File: config.mk
export PLATFORM = sky130hd
export DESIGN_NAME = ntt_loader
export DESIGN_NICKNAME = d
export VERILOG_FILES = /design/src/rtl/ntt_pkg.sv /design/src/rtl/mod_reduce_q.sv /design/src/rtl/ntt_loader.sv
export SDC_FILE = /design/constraint.sdc
export NUM_CORES = 1
export LEC_CHECK = 0
export CAP_MARGIN = 10
export CORE_MARGIN = 1.5
export CORE_UTILIZATION = 60
export CTS_BUF_LIST = sky130_fd_sc_hd__clkbuf_4 sky130_fd_sc_hd__clkbuf_8
export CTS_CLUSTER_SIZE = 28
export DETAILED_ROUTE_END_ITERATION = 8
export GPL_ROUTABILITY_DRIVEN = 0
export PLACE_DENSITY = 0.84
export SLEW_MARGIN = 0
export SYNTH_ARGS = -nofsm -noshare
export SYNTH_HDL_FRONTEND = slang
export SYNTH_HIERARCHICAL = 1
export SYNTH_SLANG_ARGS = --single-unit
File: constraint.sdc
create_clock -name clk -period 5.72 [get_ports clk]
set_input_delay 0.858 -clock clk [delete_from_list [all_inputs] [get_ports clk]]
set_output_delay 0.858 -clock clk [all_outputs]
set_load 0.005 [all_outputs]
File: src/rtl/ntt_pkg.sv
// Constants and the row-to-bank rotation shared by the loader and the NTT core address path.
package ntt_pkg;
  localparam int N    = 2048;
  localparam int ROWW = 9;
  localparam int IN_W = 16;
  localparam int DW   = 14;
  localparam int Q    = 12289;
  localparam int CW   = $clog2(N) + 1;

  typedef enum logic [1:0] {S_IDLE, S_LOAD, S_FLUSH, S_DONE} state_e;

  // Sum of the base-4 digits of the row address, mod 4.
  function automatic logic [1:0] bank_sel(input logic [ROWW-1:0] row);
    logic [ROWW+1:0] r;
    logic [1:0]      acc;
    r   = {2'b00, row};
    acc = '0;
    for (int i = 0; i < ROWW; i += 2) acc = acc + r[i +: 2];
    return acc;
  endfunction
endpackage

File: src/rtl/mod_reduce_q.sv
// One registered stage: unsigned IN_W input reduced into [0, Q-1].
// hold_i freezes both the valid flag and the stored result.
module mod_reduce_q
  import ntt_pkg::*;
(
  input  logic            clk,
  input  logic            rstn,
  input  logic            hold_i,
  input  logic            vld_i,
  input  logic [IN_W-1:0] dat_i,
  output logic            vld_o,
  output logic [DW-1:0]   dat_o
);
  logic            vld_q;
  logic [DW-1:0]   dat_q;
  logic [DW-1:0]   dat_d;
  logic [IN_W-1:0] sub;

  // The 16-bit input range never exceeds a quotient of 5.
  always_comb begin
    sub = dat_i;
    if      (dat_i >= IN_W'(5 * Q)) sub = dat_i - IN_W'(5 * Q);
    else if (dat_i >= IN_W'(4 * Q)) sub = dat_i - IN_W'(4 * Q);
    else if (dat_i >= IN_W'(3 * Q)) sub = dat_i - IN_W'(3 * Q);
    else if (dat_i >= IN_W'(2 * Q)) sub = dat_i - IN_W'(2 * Q);
    else if (dat_i >= IN_W'(Q))     sub = dat_i - IN_W'(Q);
    dat_d = sub[DW-1:0];
  end

  always_ff @(posedge clk or negedge rstn) begin
    if (!rstn) begin
      vld_q <= 1'b0;
      dat_q <= '0;
    end else if (!hold_i) begin
      vld_q <= vld_i;
      if (vld_i) dat_q <= dat_d;
    end
  end

  assign vld_o = vld_q;
  assign dat_o = dat_q;
endmodule

File: src/rtl/ntt_loader.sv
// Streams N coefficients, reduces them mod Q and writes rows of four into the rotated banks.
// Handshake of the row's last coefficient to wr_en is 2 cycles; ntt_busy freezes the whole pipe.
module ntt_loader
  import ntt_pkg::*;
(
  input  logic            clk,
  input  logic            rstn,
  input  logic            start,
  input  logic            ntt_busy,
  input  logic            in_valid,
  output logic            in_ready,
  input  logic [IN_W-1:0] in_data,
  output logic            wr_en,
  output logic [ROWW-1:0] wr_row,
  output logic [DW-1:0]   wr_data0,
  output logic [DW-1:0]   wr_data1,
  output logic [DW-1:0]   wr_data2,
  output logic [DW-1:0]   wr_data3,
  output logic            busy,
  output logic            done
);
  state_e          state_q;
  logic [CW-1:0]   cnt_q;
  logic [CW-1:0]   col_q;
  logic            busy_q, done_q;
  logic [DW-1:0]   buf_q      [3];
  logic            pend_q;
  logic [ROWW-1:0] pend_row_q;
  logic [DW-1:0]   pend_dat_q [4];
  logic [DW-1:0]   pend_dat_d [4];
  logic [DW-1:0]   row_lanes  [4];

  logic            red_vld;
  logic [DW-1:0]   red_dat;
  logic            hs, stall, row_wr, consume, start_ok;
  logic [1:0]      lane, rot, idx;
  logic [ROWW-1:0] row;

  assign row_wr   = pend_q && !ntt_busy;
  assign stall    = ntt_busy || (pend_q && !row_wr);
  assign in_ready = (state_q == S_LOAD) && (cnt_q < CW'(N)) && !stall;
  assign hs       = in_valid && in_ready;
  assign start_ok = (state_q == S_IDLE) && start && !ntt_busy;
  assign consume  = red_vld && !ntt_busy;
  assign lane     = col_q[1:0];
  assign row      = col_q[ROWW+1:2];
  assign rot      = bank_sel(row);

  mod_reduce_q u_red (
    .clk    (clk),
    .rstn   (rstn),
    .hold_i (ntt_busy),
    .vld_i  (hs),
    .dat_i  (in_data),
    .vld_o  (red_vld),
    .dat_o  (red_dat)
  );

  // Bank b takes lane (b - rot) mod 4; lane 3 arrives straight from the reducer.
  always_comb begin
    for (int i = 0; i < 3; i++) row_lanes[i] = buf_q[i];
    row_lanes[3] = red_dat;
    idx = '0;
    for (int b = 0; b < 4; b++) begin
      idx           = 2'(b) - rot;
      pend_dat_d[b] = row_lanes[idx];
    end
  end

  always_ff @(posedge clk or negedge rstn) begin
    if (!rstn) begin
      state_q <= S_IDLE;
      cnt_q   <= '0;
      busy_q  <= 1'b0;
      done_q  <= 1'b0;
    end else begin
      case (state_q)
        S_IDLE: if (start_ok) begin
          state_q <= S_LOAD;
          busy_q  <= 1'b1;
          cnt_q   <= '0;
        end
        S_LOAD: if (hs) begin
          cnt_q <= cnt_q + 1'b1;
          if (cnt_q == CW'(N - 1)) state_q <= S_FLUSH;
        end
        S_FLUSH: if (row_wr && pend_row_q == ROWW'(N / 4 - 1)) begin
          state_q <= S_DONE;
          busy_q  <= 1'b0;
          done_q  <= 1'b1;
        end
        default: begin
          state_q <= S_IDLE;
          done_q  <= 1'b0;
        end
      endcase
    end
  end

  always_ff @(posedge clk or negedge rstn) begin
    if (!rstn) begin
      col_q      <= '0;
      pend_q     <= 1'b0;
      pend_row_q <= '0;
      for (int i = 0; i < 3; i++) buf_q[i] <= '0;
      for (int b = 0; b < 4; b++) pend_dat_q[b] <= '0;
    end else begin
      if (start_ok)     col_q <= '0;
      else if (consume) col_q <= col_q + 1'b1;
      for (int i = 0; i < 3; i++)
        if (consume && lane == 2'(i)) buf_q[i] <= red_dat;
      // A written row frees the holding register in the same cycle a new one can land.
      if (consume && lane == 2'd3) begin
        pend_q     <= 1'b1;
        pend_row_q <= row;
        for (int b = 0; b < 4; b++) pend_dat_q[b] <= pend_dat_d[b];
      end else if (row_wr) begin
        pend_q <= 1'b0;
      end
    end
  end

  assign wr_en    = row_wr;
  assign wr_row   = pend_row_q;
  assign wr_data0 = pend_dat_q[0];
  assign wr_data1 = pend_dat_q[1];
  assign wr_data2 = pend_dat_q[2];
  assign wr_data3 = pend_dat_q[3];
  assign busy     = busy_q;
  assign done     = done_q;
endmodule

==> results.yml, run 1 <==
status:
  outcome: "finished clean"
yosys:
  syn-instance-count: 843
  synth.net_count: 886
  ys_warn_count: 6
  synth.avg_cell_area_sq_um: 10.3
  top_cells_by_area_in_the_synthesized_netlist: "dfrtp_1, mux2i_1, mux2_2"
  post_synth_instance_area_sq_um: 8700
  synth_top_flop_cell: "dfrtp_1"
  proportion_of_synthesized_chip_area_in_sequential_cells: 0.431
  fraction_of_synthesized_cell_area_taken_by_the_top_area_cell_type: 0.431
  yosys.cell_count.top_type: "dfrtp_1"
  synth_enable_flop_cells: 0
  ys_seq_elements: 150
  synth_top_area_cell: "dfrtp_1"
  synth_async_sr_flop_share: 1.00
  netlist_top_cells_count: "dfrtp_1, nand2_1, mux2i_1"
  number_of_library_cell_types_mapped_by_synthesis: 85
cells_and_area:
  area.sequential_sq_um: 3750
  fillCellCount: 988
  final_core_util: 0.716
  drive_gt1_frac: 0.130
  antenna-diode-count: 0
  syn2layout_area_growth_pct: 15.5
  multi_input_gate_area_in_the_final_layout_sq_um: 4570
  num-nets-final: 945
grt:
  global_route_wire_length_before_repair_microns: 33600
  grt_pass1_vias: 6561
  grt_antenna_before_repair: 0
  track_usage: 0.284
  grt_max_degree: 105
  grt.overflow.total: 0
timing:
  hold-worst-slack_ns: 0.480
  maxClockFrequency_mhz: 278
  tns_ns: 0
  postLayoutSetupSlackWorst_ns: 2.12
  hold_violations_final: 0
  rsz_0062_raised_after_global_routing: "false"
  period_share: 0.629
  timing.slew.headroom: 0.287
  maxSlewViolCount: 0
  finalClockSkew_ns: 0.00938
  final_setup_violating_endpoints: 0
  max_slew.worst_pin.slew_ns: 1.07
  layout_min_cycle_time_ns: 3.60
pwr:
  design_power_total_mw: 4.50
  peak_supply_drop_mv: 0.236
  p_leak_nw: 4.42
  power_per_cell_area_nw_per_um2: 447
die:
  core_area_sq_um: 14000
  fp-row-count: 43
  die_area_sq_um: 15200
  die_height_microns: 123
  io-pin-count: 90
  die_width_microns: 123
  start_util: 0.620
clock_network:
  numCtsBuffers: 17
  cts_setup_buffers: 0
  tritoncts: "built"
  clock_path_buffers: 2
  clock_insertion_delay_worst_skew_ns: 0.46
  cts_htree_levels: 4
  ctsResizeCount: 0
  post_cts_hold_buffer_count: 0
  clk_root_buffer_cell: "clkbuf_8"
  clock_sinks: 150
  clkTransAtPathRegs_ns: 0.08
routing:
  drt_first_pass_iters: 5
  remaining_drc_errors: 0
  drt_iter0_drc: 617
  route.detailed.vias_per_inst: 6.39
  drt.antenna.violating_nets: 0
  route.vias.total: 6991
  wl_per_cell_microns: 18.7
  finalWirelength_microns: 20500
critical_path:
  required_ns: 6.01
  largest_fanout_on_the_critical_path: 31
  worst-path-buf-inv: 2
  path_common_cell: "fa_1"
  cell_family_with_most_cp_delay: "XOR/XNOR gates"
  setup_crit_end_kind: "flop"
  worst_path_max_delay_cell: "xor3_2"
  cp_cell_sequence: "fa_1, inv_1, fa_1, xnor2_1, xor3_2, buf_4, mux2i_1, o221ai_1"
  critPathArrivalTime_ns: 3.89
  max_stage_delay_ns: 0.85
  critPathLaunchType: "flop"
  timing_worst_setup_path_type: "flop to flop"
flow_run:
  max_capacitance_violation_count: 0
hold_path:
  worst_hold_path_type: "flop to flop"
placement:
  port_buffers: 89
  detailedPlacementHpwl_microns: 13900
  place_ws_ns: 1.84
[tightest hold or removal path, stage by stage, from the launching register on]
cell     delay, ns
dfrtp_1       0.34
nand2_1       0.05
nand2_1       0.06
[sequential cells by signal, summed over array words and instances, names as in the netlist]
register     cells
buf_q           42
cnt_q           12
busy             1
u_red/vld_o      1
wr_data2        14
wr_data3        14
u_red/dat_o     14
state_q          2
wr_data0        14
done             1
col_q           11
wr_data1        14
pend_q           1
wr_row           9
[where the power goes]
part	switching [mW]	internal [mW]	total (mW)
sequential	0.348	1.42	1.76
combinational	0.799	0.958	1.76
clock	0.382	0.597	0.979
[cell families (layout without fill, tap and decap cells)]
logic type,after synthesis,in the layout,synth area share
xor gates and xnor gates,19,19,0.0224
muxes,133,133,0.162
DFF,150,150,0.431
adders and majority gates,22,22,0.0333
and+or+nand+nor,264,264,0.154
AOI/OAI and AO/OA,177,177,0.153
buffers and inverters,78,149,0.0446
[per-layer routing]
| layer | GRT usage | up-vias | share of wire |
|---|---|---|---|
| met2 | 0.441 | 271 | 0.46 |
| met5 | 0 | - | 0 |
| met3 | 0.0494 | 50 | 0.059 |
| li1 | - | 3240 | - |
| met4 | 0.106 | 0 | 0.024 |
| met1 | 0.401 | 3430 | 0.46 |
[stage by stage]
stage | cells | instance area [sq um]
after global routing | 1094 | 10100
after CTS | 1094 | 10100
after floorplan | 843 | 8700
after global placement | 1063 | 9570
final | 1094 | 10100
after detailed placement | 1063 | 9570
[area by class of cell]
class,count,area share
clock inverter,9,0.0197
clock buffer,22,0.0282
tap,180,0.0224
sequential,150,0.373
timing repair buffer,96,0.0939
multi-input combinational,615,0.454
inverter,22,0.00821
[cells in the final DEF (no fill, tap or decap), drive strengths merged, types with 10 or more instances in the layout]
master / synthesis / layout
clkbuf: 31 / 22
o221ai: 28 / 28
nor2: 59 / 59
dfrtp: 150 / 150
clkdlybuf4s50: 0 / 88
mux2i: 76 / 76
a221o: 29 / 29
xnor2: 13 / 13
o21ai: 36 / 36
and2: 10 / 10
nand3: 12 / 12
mux2: 57 / 57
nand2: 110 / 110
nand4: 11 / 11
ha: 20 / 20
inv: 21 / 21
a21oi: 24 / 24
[final timing paths]
| path | startpoint | cells after the start | slack (ns) | end |
|---|---|---|---|---|
| hold / removal | pend_q | 2 | 0.48 | pend_q |
| setup / recovery | col_q[2] | 8 | 2.12 | wr_data2[7] |
| setup reg to reg | col_q[2] | 8 | 2.12 | wr_data2[7] |
| hold reg to reg | pend_q | 2 | 0.48 | pend_q |
| min in group asynchronous | rstn | 1 | 0.49 | cnt_q[11] |
| max in group asynchronous | rstn | 2 | 4.08 | wr_data3[5] |
(Power assumes the default switching activity.)
==> inputs of run 2 (changes only) <==
- CORE_UTILIZATION: 60 -> 54
- PLACE_DENSITY: 0.84 -> 0.79
- clock period: 5.72 -> 3.17 ns (I/O delays scaled with it)
==> run 2 against run 1 <==
Net effect:
- worst setup slack worse by 1.8 ns
- die area increased by 11%
- final cell count up 6.8%
- worst hold slack worse by 0.45 ns
==> results.yml, run 2 (synthesis results as in run 1) <==
status:
  outcome: "finished clean"
routing:
  drt_first_pass_iters: 5
  route.vias.total: 7096
  dr_wl_met2_microns: 9570
  drt_iter0_drc: 600
  wl_per_cell_microns: 17.8
  drt-met1-wl_microns: 9720
  route.detailed.vias_per_inst: 6.08
  remaining_drc_errors: 0
  finalWirelength_microns: 20700
  wl_met3_microns: 1050
  drt.antenna.violating_nets: 0
  highest-signal-layer: "met4"
pwr:
  clock_power_share: 0.177
  power_per_cell_area_nw_per_um2: 759
  cellInternalPower_mw: 5.05
  power.switching_fraction: 0.356
  power_frac_seq: 0.402
  peak_supply_drop_mv: 0.448
  p_switching_mw: 2.79
  p_comb_frac: 0.421
  design_power_total_mw: 7.84
  p_leak_nw: 4.56
critical_path:
  required_ns: 3.50
  reg2regPathDepth: 8
  crit-reg2reg-launch: "col_q[4]"
  setup_crit_end_kind: "flop"
  critPathArrivalTime_ns: 3.21
  reg2reg_slack_ns: 0.29
  timing_worst_setup_path_type: "flop to flop"
  largest_fanout_on_the_critical_path: 22
  worst_r2r_endpoint: "wr_data2[1]"
  critPathLaunchType: "flop"
timing:
  rsz_0062_raised_after_global_routing: "false"
  timing.slew.headroom: 0.518
  maxClockFrequency_mhz: 347
  finalClockSkew_ns: 0.0166
  final_setup_violating_endpoints: 0
  max_slew.worst_pin.slew_ns: 0.723
  period_share: 0.908
  hold_violations_final: 0
  tns_ns: 0
  maxSlewViolCount: 0
  layout_min_cycle_time_ns: 2.88
grt:
  track_usage: 0.256
  grt_max_degree: 78
  grt_antenna_before_repair: 0
  grt_pass1_vias: 6644
  grt.overflow.total: 0
  global_route_wire_length_before_repair_microns: 34000
clock_network:
  clock_insertion_delay_worst_skew_ns: 0.47
  clkTransAtPathRegs_ns: 0.08
  clock_sinks: 150
  numCtsBuffers: 17
  cts_setup_buffers: 0
  cts_htree_levels: 4
  clk_root_buffer_cell: "clkbuf_8"
  ctsResizeCount: 0
  post_cts_hold_buffer_count: 0
  tritoncts: "built"
  clock_path_buffers: 2
placement:
  detailedPlacementHpwl_microns: 14500
  port_buffers: 89
cells_and_area:
  antenna-diode-count: 0
  syn2layout_area_growth_pct: 18.7
  drive_gt1_frac: 0.165
  layout_commonest_cell: "dfrtp_1"
  register_name_with_the_most_flops: "buf_q"
  largest_register_ff_count: 42
  num-nets-final: 982
  most-common-layout-cells: "dfrtp_1, nand2_1, clkdlybuf4s50_1"
die:
  fp-row-count: 46
  start_util: 0.550
  core_area_sq_um: 15800
  die_width_microns: 130
  die_height_microns: 130
  die_area_sq_um: 16900
  io-pin-count: 90
flow_run:
  max_capacitance_violation_count: 0
hold_path:
  worst_hold_path_type: "primary input to async pin"
## run 2: changes by cell type in the layout (fill, tap and decap cells not counted)
cell and change:
buf_12 +5, clkbuf_4 -2, buf_4 +32, clkinv_4 +2, clkinv_2 +2, bufinv_16 -5
clkinvlp_4 +4
## run 2: layout make-up
type / count / area (sq um)
Inverter: 22 / 82.6
Timing Repair Buffer: 133 / 1280
Clock buffer: 20 / 269
Multi-Input combinational cell: 615 / 4570
Sequential cell: 150 / 3750
Tap cell: 216 / 270
Fill cell: 1261 / 5490
Clock inverter: 12 / 105
## run 2: worst max-delay path by stage
stage	slack (ns)	from	endpoint
finish	0.29	col_q[4]	wr_data2[1]
detailed placement	0.12	in_data[4]	u_red/dat_o[8]
global placement	0.08	in_data[2]	u_red/dat_o[0]
floorplan	0.32	col_q[2]	wr_data0[10]
global route	0.11	col_q[4]	wr_data0[1]
CTS	0.28	col_q[4]	wr_data0[1]
## run 2: critical path: stages (launching register included)
cell      delay, ns
dfrtp_1        0.45
fa_1           0.52
inv_1          0.05
fa_1           0.37
xnor2_1        0.25
xnor3_2        0.42
buf_4          0.32
mux2i_1        0.24
o221ai_1       0.14
## run 2: stage by stage
step,hold WS [ns],utilization,cell area (sq um),std cells,setup slack [ns]
global placement,0.456,0.629,9960,1136,0.0763
detailed placement,0.481,0.629,9960,1136,0.116
CTS,0.0394,0.653,10300,1168,0.280
global route,0.0725,0.653,10300,1168,0.114
finish,0.0306,0.653,10300,1168,0.290
floorplan,0.180,-,8700,843,0.321
## run 2: power groups by stage
stage / Sequential (mW) / Combinational, mW / Clock, mW
final: 3.15 / 3.31 / 1.39
after global placement: 3.14 / 3.22 / 0
after detailed placement: 3.17 / 3.29 / 0
after CTS: 3.14 / 3.31 / 1.41
after global routing: 3.24 / 3.59 / 1.49
after floorplan: 3.03 / 2.09 / 0
## run 2: layer usage
layer,GRT usage,vias to the layer above
met5,0,-
li1,-,3345
met3,0.0451,34
met2,0.402,244
met1,0.363,3473
met4,0.0804,0
==> edit: new RTL, settings of run 2 <==
Set the package constant `ROWW` to 10 (it was 9).
--- a/src/rtl/ntt_pkg.sv
+++ b/src/rtl/ntt_pkg.sv
@@ -2,5 +2,5 @@
 package ntt_pkg;
   localparam int N    = 2048;
-  localparam int ROWW = 9;
+  localparam int ROWW = 10;
   localparam int IN_W = 16;
   localparam int DW   = 14;
Interface: changed (resized wr_row); port bits go from 90 to 91. No check against the original RTL was run, so the function may have changed too.
==> edit against run 2 <==
  * The run now ends with negative hold slack, negative setup slack left
  * Global-route usage fell by 0.56 points
  * Power up 18%
  * Clock power increased by 22%
  * First-iteration DRC count shrank 4.2%
  * Routed wire length rose by 4.9%
  * Worst setup slack worse by 0.32 ns
  * Clock skew fell by 0.0027 ns
  * Cell area grew 6.1%
  * Critical endpoint is now wr_data2[5]
  * Area after synthesis increased by 5.4%
  * Utilization is 0.84 points higher
  * Sequential cell count increased by 2
  * Cell count up 5.3%
==> edit: results (changes against run 2) <==
| Metric | Value |
|---|---|
| Fillcell total | `1302 (+3.3%)` |
| CTS H-tree lvls | `4 (unchanged)` |
| DR vias | `7236 (+2.0%)` |
| Layout cells sized above 1 | `18.3% (+1.8 points)` |
| Worst slew pin tran | `0.729 ns (+0.00625 ns)` |
| VDD IR max | `0.571 mV (+27%)` |
| I/O Buffers | `90 (+1.1%)` |
| Clock slew at reported path FFs | `0.08 ns (about the same)` |
| Post-synth cell types | `81 (-4.7%)` |
| Placed inst area | `10400 um2 (+4.3%)` |
| Asr flop ratio synth | `100% (unchanged)` |
| CTS Buffer Depth | `2 (unchanged)` |
| Synth top cells by count | `dfrtp_1 (152), nand2_1 (119), mux2i_1 (86)` |
| Antenna diodes | `0 (unchanged)` |
| Final instance area | `11000 um2 (+6.1%)` |
| Ys Warns | `6 (unchanged)` |
| Failing checks | `negative hold slack, negative setup slack` |
| Hpwl dp | `15500 um (+6.9%)` |
| Clock root cell | `clkbuf_8` |
| NumNets Final | `1041 (+6.0%)` |
| Worst min path class | `input pin to async pin` |
| Top post-synthesis cells by area | `dfrtp_1 (41%), mux2i_1 (9.4%), mux2_2 (8.8%)` |
| WP data arrival | `3.54 ns (+0.33 ns)` |
| DRT Pass-1 Iters | `5 (unchanged)` |
| Status | `finished, violations left` |
| Initial drt markers | `575 (-4.2%)` |
| Number of global-route vias before repair | `6910 (+4.0%)` |
| Dominant synthesized flop cell | `dfrtp_1` |
| Max reg flops | `42 (unchanged)` |
| Most flops, register | `buf_q` |
| Post-route worst setup slack | `-0.0270 ns (-0.317 ns)` |
| Worst-path maximum fanout | `5 (-77%)` |
| Mapped Nets | `942 (+6.3%)` |
| Setup violators final | `1 (+1)` |
| Lkg Pwr | `0.00498 uW (+9.2%)` |
| Clock Skews | `0.0139 ns (-0.00271 ns)` |
| Slowest CP cell | `fa_1` |
| Hold Vio Cnt, Final | `4 (+4)` |
| First-pass GRT wire length | `35500 um (+4.4%)` |
| Max stage delay on crit path | `0.54 ns (+0.02 ns)` |
| CTS Buf Count | `17 (unchanged)` |
| Clk Latency, worst-skew pair | `~0.46 ns` |
| Initial antenna violation count | `0 (unchanged)` |
| Routed WL | `21800 um (+4.9%)` |
| WHS | `-0.00116 ns (-0.0318 ns)` |
| Largest net degree at the start of global routing | `68 (-13%)` |
| Total GRT Usage | `25.0% (-0.56 points)` |
| Sequential share of the synthesized area | `41.4% (-1.7 points)` |
edit: changes by cell type in the layout (fill, tap and decap cells not counted), sizes merged, moves of 23 or more:
cell,before,now
o211ai,5,32
o21ai,36,59
and2,10,35
o221ai,28,1
a221o,29,0
nor2,59,19
edit: kinds of logic after synthesis:
kind of cell	synth area share (%)
mux	18.5
simple gates	17.2
buf+inv	5.07
xor+xnor	2.39
flops	41.4
fa+ha+maj	3.38
compound gates	12.1
edit: layout make-up:
class                           count  area share, %
Inverter                           24          0.821
Sequential cell                   152           34.7
Multi-Input combinational cell    662           45.1
Tap cell                          220           2.51
Timing Repair Buffer              140           12.8
Clock buffer                       20           2.34
Clock inverter                     12           1.83
edit: worst max-delay path: cells and delay by family, from the launching register on:
kind,cells,cell delay (ns)
buffers and inverters,1,0.05
DFF,1,0.41
xor gates and xnor gates,2,0.56
muxes,2,0.73
adders and majority gates,3,1.34
edit: where the power goes:
| part | leakage [uW] | total (uW) | internal (uW) | switching [uW] |
|---|---|---|---|---|
| registers | 0.00198 | 3090 | 2570 | 525 |
| clock network | 0.000223 | 1700 | 962 | 735 |
| logic | 0.00278 | 4440 | 2440 | 2000 |
| total | 0.00498 | 9230 | 5970 | 3260 |
edit: final timing paths:
path | cells after the start | slack (ns) | from | to
max | 8 | -0.03 | col_q[2] | wr_data2[5]
min | 1 | -0.001 | rstn | cnt_q[3]
max reg2reg | 8 | -0.03 | col_q[2] | wr_data2[5]
min reg2reg | 2 | 0.49 | wr_data3[5] | wr_data3[5]
max in group asynchronous | 2 | 2.43 | rstn | buf_q[3]
min in group clk | 2 | 0.49 | wr_data3[5] | wr_data3[5]
edit: what timing repair did:
item,4_1_cts,5_1_grt
gates cloned,0,3
setup endpoints to repair,25,27
gates resized for setup,3,7
setup buffers,0,3
hold buffers,0,0
pin swaps,1,0
hold endpoints to repair,0,0
edit: metrics by stage:
step           setup TNS (ns)  worst slack [ns]  cells
3_5_place_dp            -6.09            -0.279   1192
6_report              -0.0270           -0.0270   1230
4_1_cts                -0.149           -0.0418   1224
5_1_grt                 -1.25           -0.0914   1230
3_3_place_gp            -4.13            -0.178   1192
2_1_floorplan               0            0.0358    898
edit: per-layer routing:
metal | wire length (um) | vias up | global-route usage [%]
met5 | 0 | - | 0
met3 | 986 | 35 | 5.02
met4 | 444 | 0 | 7.79
met2 | 10100 | 216 | 38.3
li1 | - | 3444 | -
met1 | 10200 | 3541 | 36.1
